**config.mk**
```make
export PLATFORM = sky130hd
export DESIGN_NAME = wb_bus_arbiter
export DESIGN_NICKNAME = d
export VERILOG_FILES = /design/src/rtl/wb_bus_arbiter_pkg.sv /design/src/rtl/wb_bus_arbiter_timer.sv /design/src/rtl/wb_bus_arbiter.sv
export SDC_FILE = /design/constraint.sdc
export NUM_CORES = 1
export LEC_CHECK = 0
export ABC_AREA = 1
export BUFFER_PORTS_ARGS = -buffer_cell sky130_fd_sc_hd__clkbuf_2
export CELL_PAD_IN_SITES_DETAIL_PLACEMENT = 0
export CELL_PAD_IN_SITES_GLOBAL_PLACEMENT = 1
export CORE_AREA = 2 2 124 126
export CTS_CLUSTER_DIAMETER = 150
export CTS_CLUSTER_SIZE = 28
export DETAILED_ROUTE_END_ITERATION = 8
export DIE_AREA = 0 0 126 128
export PLACE_DENSITY_LB_ADDON = 0.1
export SLEW_MARGIN = 20
export SYNTH_ARGS = -nofsm -noshare
export SYNTH_HDL_FRONTEND = slang
export SYNTH_SLANG_ARGS = --single-unit
```
**constraint.sdc**
```tcl
create_clock -name clk -period 1.9 [get_ports clk]
set_input_delay 0.38 -clock clk [delete_from_list [all_inputs] [get_ports clk]]
set_output_delay 0.38 -clock clk [all_outputs]
set_load 0.02 [all_outputs]
```
**src/rtl/wb_bus_arbiter_pkg.sv**
```systemverilog
// Shared types and constants for the two-master Wishbone arbiter.
package wb_arb_pkg;

  // Arbiter states: idle, bus owned by master 0/1, one-cycle watchdog abort
  typedef enum logic [1:0] {
    IDLE  = 2'd0,
    GNT0  = 2'd1,
    GNT1  = 2'd2,
    ABORT = 2'd3
  } arb_state_t;

  // One-hot grant encodings presented on gnt_o
  localparam logic [1:0] GNT_NONE = 2'b00;
  localparam logic [1:0] GNT_M0   = 2'b01;
  localparam logic [1:0] GNT_M1   = 2'b10;

  // Default watchdog limit and counter width
  localparam int TIMEOUT_DEF = 255;
  localparam int TO_W_DEF    = 8;

endpackage

```
**src/rtl/wb_bus_arbiter_timer.sv**
```systemverilog
// Watchdog counter: counts stalled strobe cycles and flags the cycle in
// which the count would reach TIMEOUT. A clear in that same cycle (e.g.
// the slave acks) suppresses the expiry.
module wb_arb_timer
  import wb_arb_pkg::*;
#(
  parameter int TIMEOUT = TIMEOUT_DEF,
  parameter int TO_W    = TO_W_DEF
) (
  input  logic clk,
  input  logic rst,
  input  logic i_clear,
  input  logic i_inc,
  output logic o_expired
);

  logic [TO_W-1:0] r_count;

  // Stall counter: clear has priority over increment
  always_ff @(posedge clk) begin
    if (rst) begin
      r_count <= '0;
    end else if (i_clear) begin
      r_count <= '0;
    end else if (i_inc) begin
      r_count <= r_count + 1'b1;
    end
  end

  assign o_expired = i_inc && !i_clear && (r_count == TO_W'(TIMEOUT - 1));

endmodule

```
**src/rtl/wb_bus_arbiter.sv**
```systemverilog
// Two-master / one-slave Wishbone classic arbiter with round-robin grant of
// whole cyc windows and a watchdog that aborts slaves that never ack.
module wb_bus_arbiter
  import wb_arb_pkg::*;
#(
  parameter int ADDR_W  = 32,
  parameter int DATA_W  = 32,
  parameter int TIMEOUT = TIMEOUT_DEF,
  parameter int TO_W    = TO_W_DEF
) (
  input  logic                clk,
  input  logic                rst,
  // master 0 (data port)
  input  logic [ADDR_W-1:0]   m0_addr_i,
  input  logic [DATA_W-1:0]   m0_data_i,
  input  logic                m0_we_i,
  input  logic                m0_stb_i,
  input  logic                m0_cyc_i,
  input  logic [DATA_W/8-1:0] m0_sel_i,
  output logic [DATA_W-1:0]   m0_data_o,
  output logic                m0_ack_o,
  output logic                m0_err_o,
  // master 1 (instruction port)
  input  logic [ADDR_W-1:0]   m1_addr_i,
  input  logic [DATA_W-1:0]   m1_data_i,
  input  logic                m1_we_i,
  input  logic                m1_stb_i,
  input  logic                m1_cyc_i,
  input  logic [DATA_W/8-1:0] m1_sel_i,
  output logic [DATA_W-1:0]   m1_data_o,
  output logic                m1_ack_o,
  output logic                m1_err_o,
  // slave side
  output logic [ADDR_W-1:0]   s_addr_o,
  output logic [DATA_W-1:0]   s_data_o,
  output logic                s_we_o,
  output logic [DATA_W/8-1:0] s_sel_o,
  output logic                s_stb_o,
  output logic                s_cyc_o,
  input  logic [DATA_W-1:0]   s_data_i,
  input  logic                s_ack_i,
  // debug grant
  output logic [1:0]          gnt_o
);

  arb_state_t r_state;
  logic       r_last;   // most recently granted (or aborted) master
  logic [1:0] r_gnt;

  logic w_owner_drop;
  logic w_ack_in;
  logic w_clear;
  logic w_expired;

  // Owner releasing the bus this cycle means a fresh grant follows
  assign w_owner_drop = ((r_state == GNT0) && !m0_cyc_i) ||
                        ((r_state == GNT1) && !m1_cyc_i);
  assign w_ack_in     = s_ack_i && ((r_state == GNT0) || (r_state == GNT1));
  assign w_clear      = !s_stb_o || w_ack_in || w_owner_drop;

  wb_arb_timer #(
    .TIMEOUT (TIMEOUT),
    .TO_W    (TO_W)
  ) u_timer (
    .clk       (clk),
    .rst       (rst),
    .i_clear   (w_clear),
    .i_inc     (s_stb_o),
    .o_expired (w_expired)
  );

  // Arbitration FSM with registered grant and round-robin history bit
  always_ff @(posedge clk) begin
    if (rst) begin
      r_state <= IDLE;
      r_last  <= 1'b1;
      r_gnt   <= GNT_NONE;
    end else begin
      case (r_state)
        IDLE: begin
          if (m0_cyc_i && (!m1_cyc_i || r_last)) begin
            r_state <= GNT0;
            r_gnt   <= GNT_M0;
          end else if (m1_cyc_i) begin
            r_state <= GNT1;
            r_gnt   <= GNT_M1;
          end
        end
        GNT0: begin
          if (!m0_cyc_i) begin
            r_last <= 1'b0;
            if (m1_cyc_i) begin
              r_state <= GNT1;
              r_gnt   <= GNT_M1;
            end else begin
              r_state <= IDLE;
              r_gnt   <= GNT_NONE;
            end
          end else if (w_expired) begin
            r_state <= ABORT;
            r_last  <= 1'b0;
            r_gnt   <= GNT_NONE;
          end
        end
        GNT1: begin
          if (!m1_cyc_i) begin
            r_last <= 1'b1;
            if (m0_cyc_i) begin
              r_state <= GNT0;
              r_gnt   <= GNT_M0;
            end else begin
              r_state <= IDLE;
              r_gnt   <= GNT_NONE;
            end
          end else if (w_expired) begin
            r_state <= ABORT;
            r_last  <= 1'b1;
            r_gnt   <= GNT_NONE;
          end
        end
        default: begin
          r_state <= IDLE;
          r_gnt   <= GNT_NONE;
        end
      endcase
    end
  end

  assign gnt_o = r_gnt;

  // Bus mux: slave sees the owner, only the owner sees ack/data; err in ABORT
  always_comb begin
    s_addr_o  = '0;
    s_data_o  = '0;
    s_we_o    = 1'b0;
    s_sel_o   = '0;
    s_stb_o   = 1'b0;
    s_cyc_o   = 1'b0;
    m0_data_o = '0;
    m0_ack_o  = 1'b0;
    m0_err_o  = 1'b0;
    m1_data_o = '0;
    m1_ack_o  = 1'b0;
    m1_err_o  = 1'b0;
    case (r_state)
      GNT0: begin
        s_addr_o  = m0_addr_i;
        s_data_o  = m0_data_i;
        s_we_o    = m0_we_i;
        s_sel_o   = m0_sel_i;
        s_stb_o   = m0_stb_i;
        s_cyc_o   = m0_cyc_i;
        m0_data_o = s_data_i;
        m0_ack_o  = s_ack_i;
      end
      GNT1: begin
        s_addr_o  = m1_addr_i;
        s_data_o  = m1_data_i;
        s_we_o    = m1_we_i;
        s_sel_o   = m1_sel_i;
        s_stb_o   = m1_stb_i;
        s_cyc_o   = m1_cyc_i;
        m1_data_o = s_data_i;
        m1_ack_o  = s_ack_i;
      end
      ABORT: begin
        m0_err_o = !r_last;
        m1_err_o = r_last;
      end
      default: begin
      end
    endcase
  end

endmodule
```
==> flow_summary_export.csv, run 1 <==
group,metric,value,unit
timing,rsz0062_at_grt,"yes",
placement,io_buffers,317,
yosys,synth_nets,675,
setup_path,rr_startpoint,"r_state[0]",
yosys,netlist.area_leader.share,0.400,
clock_network,cts.sinks,13,
timing,period_needed,1.96,ns
timing,hold_violations,0,
min_path,hold_class,"in2reg",
setup_path,critPathKind,"reg2out",
yosys,postSynthRegisterBits,13,
timing,maxSlewViolCount,0,
clock_network,clk_path_buf_depth,2,
yosys,yosys.area.top_type,"nand2_1",
floorplan,dieWidth,126,µm
clock_network,clockRootBuffer,"clkbuf_16",
power_and_ir_drop,powerDensity,670,nW/µm²
timing,timing.final.ws_setup,-0.0647,ns
clock_network,htree_levels,1,
clock_network,cts_tree,"built",
setup_path,endpoint_kind,"output pin",
floorplan,initial_utilization,0.155,
yosys,yosysWarnings,0,
status,violations,"setup timing",
timing,tns,-1.97,ns
global_routing,antenna_found_initial,1,
detailed_routing,viasPerCell,4.21,
floorplan,core_region_area,14900,µm²
clock_network,clk_latency,0.24,ns
cells_and_area,final_nets,1016,
placement,gp_congestion,0.896,
setup_path,ff2ff_path_depth,12,
global_routing,grt_util_all_layers,0.171,
setup_path,cp-start-kind,"register",
global_routing,grt_pass1_vias,4085,
setup_path,arrival,1.58,ns
placement,hpwl,11700,µm
detailed_routing,drc,0,
clock_network,cts_inserted_buffers,3,
detailed_routing,wl_per_cell,15.4,µm
detailed_routing,first_pass_iters,4,
global_routing,grt_max_degree,21,
yosys,yosys-top-cells-area,"nand2_1 (40%), a21oi_1 (16%), inv_1 (13%), dfxtp_1 (11%), ha_1 (3.8%)",
setup_path,crit_fanout,8,
timing,clock_skew,0.00313,ns
detailed_routing,drt_iter0_markers,127,
setup_path,startpoint,"r_state[0]",
timing,timing.fmax,0.509,GHz
cells_and_area,fill_cells,1628,
setup_path,r2r_end,"u_timer.r_count[7]",
floorplan,rows,45,
cells_and_area,syn_to_final_growth,163,%
floorplan,io_pins,318,
timing,worstMarginPinSlew,0.333,ns
power_and_ir_drop,p_total,4.07,mW
yosys,syn_avg_cell_area,4.71,µm²
setup_path,rrSetupSlack,0.10,ns
floorplan,die-area,16100,µm²
detailed_routing,vias,4285,
cells_and_area,drive_gt1_frac,0.615,
job,maxCapViolCount,0,
global_routing,grt_pass1_wl,22200,µm
status,outcome,"finished, violations left",
setup_path,cp_data_required_time,1.52,ns
setup_path,endpoint,"s_addr_o[23]",
power_and_ir_drop,p_leak,3.35,nW
yosys,synth_seq_area_share,0.113,
yosys,postSynthCellCount,491,
timing,timing.final.crit_share,1.03,
yosys,synth.distinct_cells,24,
global_routing,grt_overflow,0,
detailed_routing,wl,15700,µm
detailed_routing,drtAntennaViolNets,0,
timing,maxSlewHeadroom,0.777,
timing,finalSetupViolations,70,
clock_network,cts_hold_buf,0,
power_and_ir_drop,peakVddDrop,243,µV
floorplan,die_h,128,µm
clock_network,clk_pin_slew,0.05,ns
yosys,synth_area,2310,µm²
cells_and_area,diodes,0,
==> timing repair <==
action,CTS,global route
setup endpoints to repair,86,110
buffers inserted,10,13
pin swaps,3,31
gates cloned,6,9
gates resized for setup,151,214
==> worst min path at each step <==
stage	startpoint	to	cells after the start
6_report	rst	r_state[0]	2
2_1_floorplan	u_timer.r_count[0]	u_timer.r_count[0]	1
3_3_place_gp	u_timer.r_count[0]	u_timer.r_count[0]	1
5_1_grt	rst	gnt_o[1]	2
3_5_place_dp	u_timer.r_count[0]	u_timer.r_count[0]	1
4_1_cts	rst	gnt_o[1]	2
==> synthesized netlist by cell type (all sizes together) <==
| cell type | number |
|---|---|
| nand4 | 1 |
| xor2 | 3 |
| a2111oi | 1 |
| nand3 | 10 |
| buf | 11 |
| o21a | 2 |
| inv | 81 |
| or2 | 2 |
| clkbuf | 20 |
| ha | 7 |
| o21bai | 1 |
| a21oi | 76 |
| nor2 | 12 |
| o21ai | 1 |
| dfxtp | 13 |
| nor3 | 1 |
| nand2 | 249 |
==> per-layer routing <==
metal  vias up  wire length, µm  track usage
met2       171             8390        0.326
li1       2151                -            -
met4         2              149       0.0194
met3        17             1150       0.0455
met1      1944             6030        0.197
met5         -               13            0
==> metrics by stage <==
| step | util | setup slack (ns) | hold slack [ns] | std cells | area (µm²) |
|---|---|---|---|---|---|
| final | 0.409 | -0.0647 | 0.392 | 1019 | 6080 |
| after global routing | 0.409 | -0.121 | 0.410 | 1019 | 6080 |
| after CTS | 0.361 | -0.0655 | 0.391 | 1000 | 5360 |
| after detailed placement | 0.297 | 0.0650 | 0.450 | 980 | 4420 |
| after global placement | 0.297 | 0.102 | 0.453 | 980 | 4420 |
| after floorplan | - | -0.0460 | 0.430 | 491 | 2520 |
==> layout make-up <==
cell class                 count  area [µm²]  share of cell area
multi-input combinational    366        2100               0.345
clock buffer                   4        78.8              0.0130
tap                          188         235              0.0387
inverter                      81         324              0.0533
sequential                    13         265              0.0436
timing repair buffer         367        3080               0.506
==> report_power, final <==
group | internal [mW] | switching, mW | total (mW)
Clock | 0.283 | 0.120 | 0.403
Combinational | 1.57 | 1.78 | 3.35
Sequential | 0.299 | 0.0248 | 0.323
==> sequential cells by signal, indices dropped and copies added (netlist names) <==
register / cells
gnt_o: 2
u_timer.r_count: 8
r_last: 1
r_state: 2
==> critical path, stage by stage, from the launching register on <==
cell       delay [ns]
dfxtp_4          0.37
buf_6            0.11
ha_4             0.16
buf_12           0.17
clkbuf_16        0.17
nand2_2          0.05
a21oi_2          0.14
clkbuf_8         0.17
==> cells in the final DEF (no fill, tap or decap), types with 2 or more instances in the layout <==
cell,n
inv_1,70
o21a_1,2
buf_16,6
inv_2,8
nand3_2,2
a21oi_1,7
clkbuf_8,42
clkbuf_4,3
buf_8,4
nand3_1,8
nand2_1,200
nor2_1,9
buf_6,34
buf_2,6
dfxtp_1,11
xor2_1,3
nand2_2,41
ha_1,4
clkbuf_2,207
ha_4,3
a21oi_4,3
buf_4,43
nor2_4,2
nand2_4,8
clkbuf_16,11
a21oi_2,66
buf_12,14
==> cell families (layout without fill, tap and decap cells) <==
family | after synthesis | in the layout | synth area share
xor+xnor | 3 | 3 | 0.0114
flops | 13 | 13 | 0.113
compound gates | 81 | 81 | 0.180
buf+inv | 112 | 452 | 0.190
fa+ha+maj | 7 | 7 | 0.0379
simple gates | 275 | 275 | 0.468
Note: power is estimated with default switching activity, not from simulation.
==> run 2, diff against run 1 <==
--- a/config.mk
+++ b/config.mk
@@ -14,6 +14,7 @@
 export CTS_CLUSTER_SIZE = 28
 export DETAILED_ROUTE_END_ITERATION = 8
 export DIE_AREA = 0 0 126 128
+export MAX_ROUTING_LAYER = met4
 export PLACE_DENSITY_LB_ADDON = 0.1
 export SLEW_MARGIN = 20
 export SYNTH_ARGS = -nofsm -noshare
==> run 2 against run 1 <==
The flow still finishes with violations (setup timing). Clock power about the same. Final cell count about the same. Via count is 0.28% higher. Critical path type unchanged. Highest routed layer is now met4.
==> flow_summary_export.csv, run 2 (same netlist as run 1, synthesis figures left out) <==
group,metric,value,unit
setup_path,cp-start-kind,"register",
timing,timing.final.crit_share,1.04,
detailed_routing,drc,0,
clock_network,htree_levels,1,
detailed_routing,wl,15700,µm
power_and_ir_drop,p_int,2.16,mW
power_and_ir_drop,peakVddDrop,239,µV
cells_and_area,layout.cells.most_common_list,"clkbuf_2 (229), nand2_1 (214), inv_1 (70)",
setup_path,crit_path_cell_trace,"buf_6 -> ha_4 -> buf_12 -> buf_12 -> nand2_1 -> a21oi_1 -> buf_4",
timing,maxSlewViolCount,0,
setup_path,ff2ff_path_depth,12,
power_and_ir_drop,clock_power_share,0.098,
setup_path,crit_slowest_cell,"dfxtp_4",
cells_and_area,final_area,5960,µm²
setup_path,arrival,1.60,ns
detailed_routing,first_pass_iters,4,
status,violations,"setup timing",
clock_network,clockRootBuffer,"clkbuf_16",
detailed_routing,drt_iter0_markers,125,
clock_network,cts.sinks,13,
timing,finalSetupViolations,67,
setup_path,cpMostUsedCell,"buf_12",
global_routing,grt_max_degree,21,
power_and_ir_drop,seqPwrFrac,0.079,
floorplan,core_region_area,14900,µm²
detailed_routing,vias,4297,
floorplan,die_h,128,µm
power_and_ir_drop,power_frac_comb,0.822,
cells_and_area,regMostFlops,"u_timer.r_count",
clock_network,clk_path_buf_depth,2,
global_routing,antenna_found_initial,1,
floorplan,die-area,16100,µm²
clock_network,clk_latency,0.24,ns
timing,timing.fmax,0.506,GHz
timing,period_needed,1.98,ns
floorplan,dieWidth,126,µm
clock_network,clk_pin_slew,0.05,ns
global_routing,grt_util_all_layers,0.177,
global_routing,grt_overflow,0,
cells_and_area,final_nets,1016,
power_and_ir_drop,p_switching,1.93,mW
timing,maxSlewHeadroom,0.796,
floorplan,rows,45,
global_routing,grt_pass1_wl,22100,µm
floorplan,initial_utilization,0.155,
power_and_ir_drop,powerDensity,687,nW/µm²
cells_and_area,fill_cells,1633,
job,maxCapViolCount,0,
detailed_routing,viasPerCell,4.21,
setup_path,cpLargestDelayFamily,"buffers and inverters",
detailed_routing,drtAntennaViolNets,0,
setup_path,cp.depth,7,
timing,tns,-1.65,ns
detailed_routing,wl_per_cell,15.4,µm
setup_path,critPathMaxStageDelay,0.37,ns
power_and_ir_drop,switching_share,0.472,
placement,hpwl,11700,µm
timing,timing.final.ws_setup,-0.0778,ns
cells_and_area,syn_to_final_growth,158,%
setup_path,critPathBufInv,4,
timing,clock_skew,0.00351,ns
cells_and_area,largest_register_ffs,8,
min_path,hold_class,"in2reg",
timing,hold_violations,0,
floorplan,io_pins,318,
clock_network,cts_tree,"built",
setup_path,critPathKind,"reg2out",
min_path,worstHoldPathCells,2,
power_and_ir_drop,p_leak,3.32,nW
cells_and_area,drive_gt1_frac,0.596,
timing,rsz0062_at_grt,"yes",
clock_network,cts_inserted_buffers,3,
placement,dpl_cell_area,4420,µm²
setup_path,crit_fanout,16,
cells_and_area,layout_commonest_cell,"clkbuf_2",
placement,io_buffers,317,
setup_path,cp_data_required_time,1.52,ns
status,outcome,"finished, violations left",
global_routing,grt_pass1_vias,4082,
placement,gp_congestion,0.911,
setup_path,endpoint_kind,"output pin",
timing,worstMarginPinSlew,0.299,ns
[run 2: cell types whose count changed in the layout (fill, tap and decap cells not counted), moves of 3 or more]
cell      before  now
a21oi_2       66   63
buf_2          6    3
buf_4         43   31
buf_6         34   30
clkbuf_2     207  229
clkbuf_4       3    0
nand2_1      200  214
nand2_2       41   28
[run 2: power by group through the flow]
stage / registers [mW] / logic [mW] / clock network [mW]
after detailed placement: 0.319 / 2.21 / 0
after global routing: 0.327 / 3.60 / 0.424
final: 0.324 / 3.37 / 0.403
after floorplan: 0.328 / 1.31 / 0
after CTS: 0.319 / 2.86 / 0.409
after global placement: 0.320 / 2.21 / 0
[run 2: cell type report]
cell class / count / area, µm² / area share
multi-input cells: 366 / 2060 / 0.345
repair inverters: 1 / 8.76 / 0.00147
inverters: 81 / 324 / 0.0543
flip-flops and latches: 13 / 265 / 0.0445
well taps: 188 / 235 / 0.0394
diodes: 1 / 2.50 / 0.000420
clock buffers: 4 / 78.8 / 0.0132
repair buffers: 366 / 2990 / 0.502
[run 2: final timing paths]
check                                         from                 end  slack [ns]
worst max register to register          r_state[0]  u_timer.r_count[7]        0.10
worst max-delay path                    r_state[0]         s_data_o[9]       -0.08
worst min register to register  u_timer.r_count[0]  u_timer.r_count[0]        0.46
worst min-delay path                           rst          r_state[0]        0.39
[run 2: metal layers]
layer	global-route usage	part of all wire
met1	0.208	0.39
met4	0.0187	0.010
met3	0.0317	0.066
met2	0.325	0.53
met5	-	0
[run 2: repair_timing]
action | 4_1_cts | 5_1_grt
gates cloned | 6 | 10
hold buffers | 0 | 0
buffers inserted | 10 | 10
pin swaps | 3 | 14
resized for setup | 151 | 154
endpoints found under the setup margin | 86 | 110
[run 2: per-stage QoR]
step / setup WS, ns / util / hold slack [ns] / total power [mW] / instances
after floorplan: -0.0460 / - / 0.430 / 1.64 / 491
after global placement: 0.102 / 0.297 / 0.453 / 2.53 / 980
after detailed placement: 0.0650 / 0.297 / 0.450 / 2.53 / 980
after CTS: -0.0655 / 0.361 / 0.391 / 3.59 / 1000
after global routing: -0.141 / 0.401 / 0.410 / 4.36 / 1020
final: -0.0778 / 0.401 / 0.391 / 4.10 / 1020
==> run 3, diff against run 2 <==
==> constraint.sdc (replaced) <==
create_clock -name clk -period 2 [get_ports clk]
set_input_delay 0.4 -clock clk [delete_from_list [all_inputs] [get_ports clk]]
set_output_delay 0.4 -clock clk [all_outputs]
set_load 0.02 [all_outputs]
==> run 3 against run 2 <==
The flow now finishes without violations. Flip-flop and latch count stayed put. Sequential power fell by 5%. First-iteration DRC count down 10%. Core utilization down 5.7 points. Clock skew about the same. Critical path depth is 1 higher. Power decreased by 22%. Worst hold slack better by 0.017 ns. Setup slack better by 0.086 ns. Non-clock buffer count fell by 14. Register-to-register slack better by 0.06 ns. Count of clock-buffer cells in the layout did not move.
==> flow_summary_export.csv, run 3 (same netlist as run 1, synthesis figures left out) <==
group,metric,value,unit
setup_path,crit_slowest_cell,"dfxtp_4",
setup_path,crit_path_cell_trace,"buf_6 -> ha_4 -> buf_12 -> buf_8 -> buf_16 -> nand2_1 -> a21oi_2 -> buf_4",
clock_network,clk_pin_slew,0.05,ns
global_routing,grt_pass1_wl,20800,µm
min_path,hold_class,"in2reg",
setup_path,endpoint,"s_data_o[17]",
setup_path,cp_data_required_time,1.60,ns
power_and_ir_drop,peakVddDrop,332,µV
detailed_routing,wl,15400,µm
global_routing,grt_overflow,0,
clock_network,htree_levels,1,
setup_path,crit_fanout,5,
cells_and_area,fill_cells,1720,
floorplan,core_region_area,14900,µm²
timing,rsz0062_at_grt,"yes",
power_and_ir_drop,p_total,3.20,mW
placement,hpwl,10900,µm
clock_network,clk_path_buf_depth,2,
cells_and_area,final_core_util,0.344,
timing,timing.fmax,0.502,GHz
setup_path,endpoint_kind,"output pin",
setup_path,rr_startpoint,"r_state[0]",
cells_and_area,largest_register_ffs,8,
timing,fin_hold_ws,0.408,ns
cells_and_area,final_cell_count_no_fill,1004,
timing,worstMarginPinSlew,0.352,ns
setup_path,rrSetupSlack,0.16,ns
detailed_routing,drc,0,
clock_network,clk_latency,0.24,ns
timing,maxSlewHeadroom,0.765,
placement,io_buffers,317,
placement,placed_cells,974,
setup_path,arrival,1.59,ns
timing,period_needed,1.99,ns
setup_path,critPathKind,"reg2out",
floorplan,die-area,16100,µm²
global_routing,grt_util_all_layers,0.166,
cells_and_area,layout.cells.most_common_list,"nand2_1 (235), clkbuf_2 (219), inv_1 (77)",
detailed_routing,vias,4144,
cells_and_area,multi_input_area,1740,µm²
cells_and_area,drive_gt1_frac,0.490,
cells_and_area,diodes,0,
job,maxCapViolCount,0,
timing,clock_skew,0.00369,ns
setup_path,cp.depth,8,
timing,finalSetupViolations,0,
global_routing,antenna_found_initial,0,
cells_and_area,regMostFlops,"u_timer.r_count",
floorplan,die_h,128,µm
clock_network,clockRootBuffer,"clkbuf_16",
setup_path,critPathBufInv,5,
floorplan,initial_utilization,0.155,
detailed_routing,first_pass_iters,4,
cells_and_area,layout_commonest_cell,"nand2_1",
power_and_ir_drop,powerDensity,626,nW/µm²
cells_and_area,final_nets,1001,
placement,dpl_cell_area,4170,µm²
timing,maxSlewViolCount,0,
setup_path,startpoint,"r_state[1]",
setup_path,critPathMaxStageDelay,0.37,ns
floorplan,rows,45,
detailed_routing,drtAntennaViolNets,0,
floorplan,dieWidth,126,µm
detailed_routing,drt_iter0_markers,112,
setup_path,cp-start-kind,"register",
detailed_routing,wl_per_cell,15.3,µm
setup_path,ff2ff_path_depth,12,
global_routing,grt_pass1_vias,3848,
clock_network,cts_hold_buf,0,
cells_and_area,layout.area.seq,265,µm²
timing,hold_violations,0,
clock_network,cts_inserted_buffers,3,
clock_network,cts.sinks,13,
floorplan,io_pins,318,
cells_and_area,syn_to_final_growth,121,%
clock_network,cts_tree,"built",
detailed_routing,viasPerCell,4.13,
global_routing,grt_max_degree,48,
power_and_ir_drop,p_leak,3.08,nW
placement,gp_congestion,0.874,
setup_path,cpLargestDelayFamily,"buffers and inverters",
timing,timing.final.crit_share,0.996,
cells_and_area,final_area,5110,µm²
min_path,worstHoldPathCells,2,
status,outcome,"finished, final reports clean",
setup_path,r2r_end,"u_timer.r_count[7]",
-- run 3: cell types whose count changed in the layout (fill, tap and decap cells not counted), moves of 15 or more --
cell	previous run	this run
a21oi_2	63	17
nand2_1	214	235
nand2_2	28	13
a21oi_1	9	59
buf_4	31	72
clkbuf_8	41	3
-- run 3: where the power goes --
part / total [mW] / internal [mW] / switching [mW]
Sequential: 0.309 / 0.284 / 0.0257
Combinational: 2.51 / 1.08 / 1.44
Clock: 0.377 / 0.269 / 0.109
Total: 3.20 / 1.63 / 1.57
-- run 3: per-layer routing --
metal,global-route usage,vias up,wire (µm)
met5,-,-,0
met4,0.0194,0,133
met3,0.0367,10,1030
met2,0.318,173,8250
met1,0.182,1837,5950
li1,-,2124,-
-- run 3: repair_timing --
| item | in CTS | in global routing |
|---|---|---|
| setup endpoints to repair | 71 | 125 |
| cloned | 3 | 10 |
| buffers inserted | 7 | 8 |
| pin swaps | 2 | 9 |
| resized for setup | 33 | 208 |
-- run 3: how the worst min path moves through the flow --
stage                    endpoint                from  slack [ns]
5_1_grt                r_state[0]                 rst        0.43
6_report               r_state[1]                 rst        0.41
4_1_cts                r_state[1]                 rst        0.42
2_1_floorplan  u_timer.r_count[0]  u_timer.r_count[0]        0.43
3_3_place_gp   u_timer.r_count[0]  u_timer.r_count[0]        0.45
3_5_place_dp   u_timer.r_count[0]  u_timer.r_count[0]        0.46
-- run 3: final cells by class --
type,instances,share of cell area
Inverter,81,0.0599
Multi-Input combinational cell,366,0.341
Sequential cell,13,0.0519
Clock buffer,4,0.0154
Tap cell,188,0.0460
Timing Repair Buffer,352,0.486
-- run 3: through the flow --
step	setup TNS (ns)	setup slack [ns]
3_3_place_gp	0	0.0345
4_1_cts	-1.62	-0.0780
2_1_floorplan	0	0.0324
5_1_grt	-1.65	-0.0893
6_report	0	0.00860
3_5_place_dp	0	0.0516
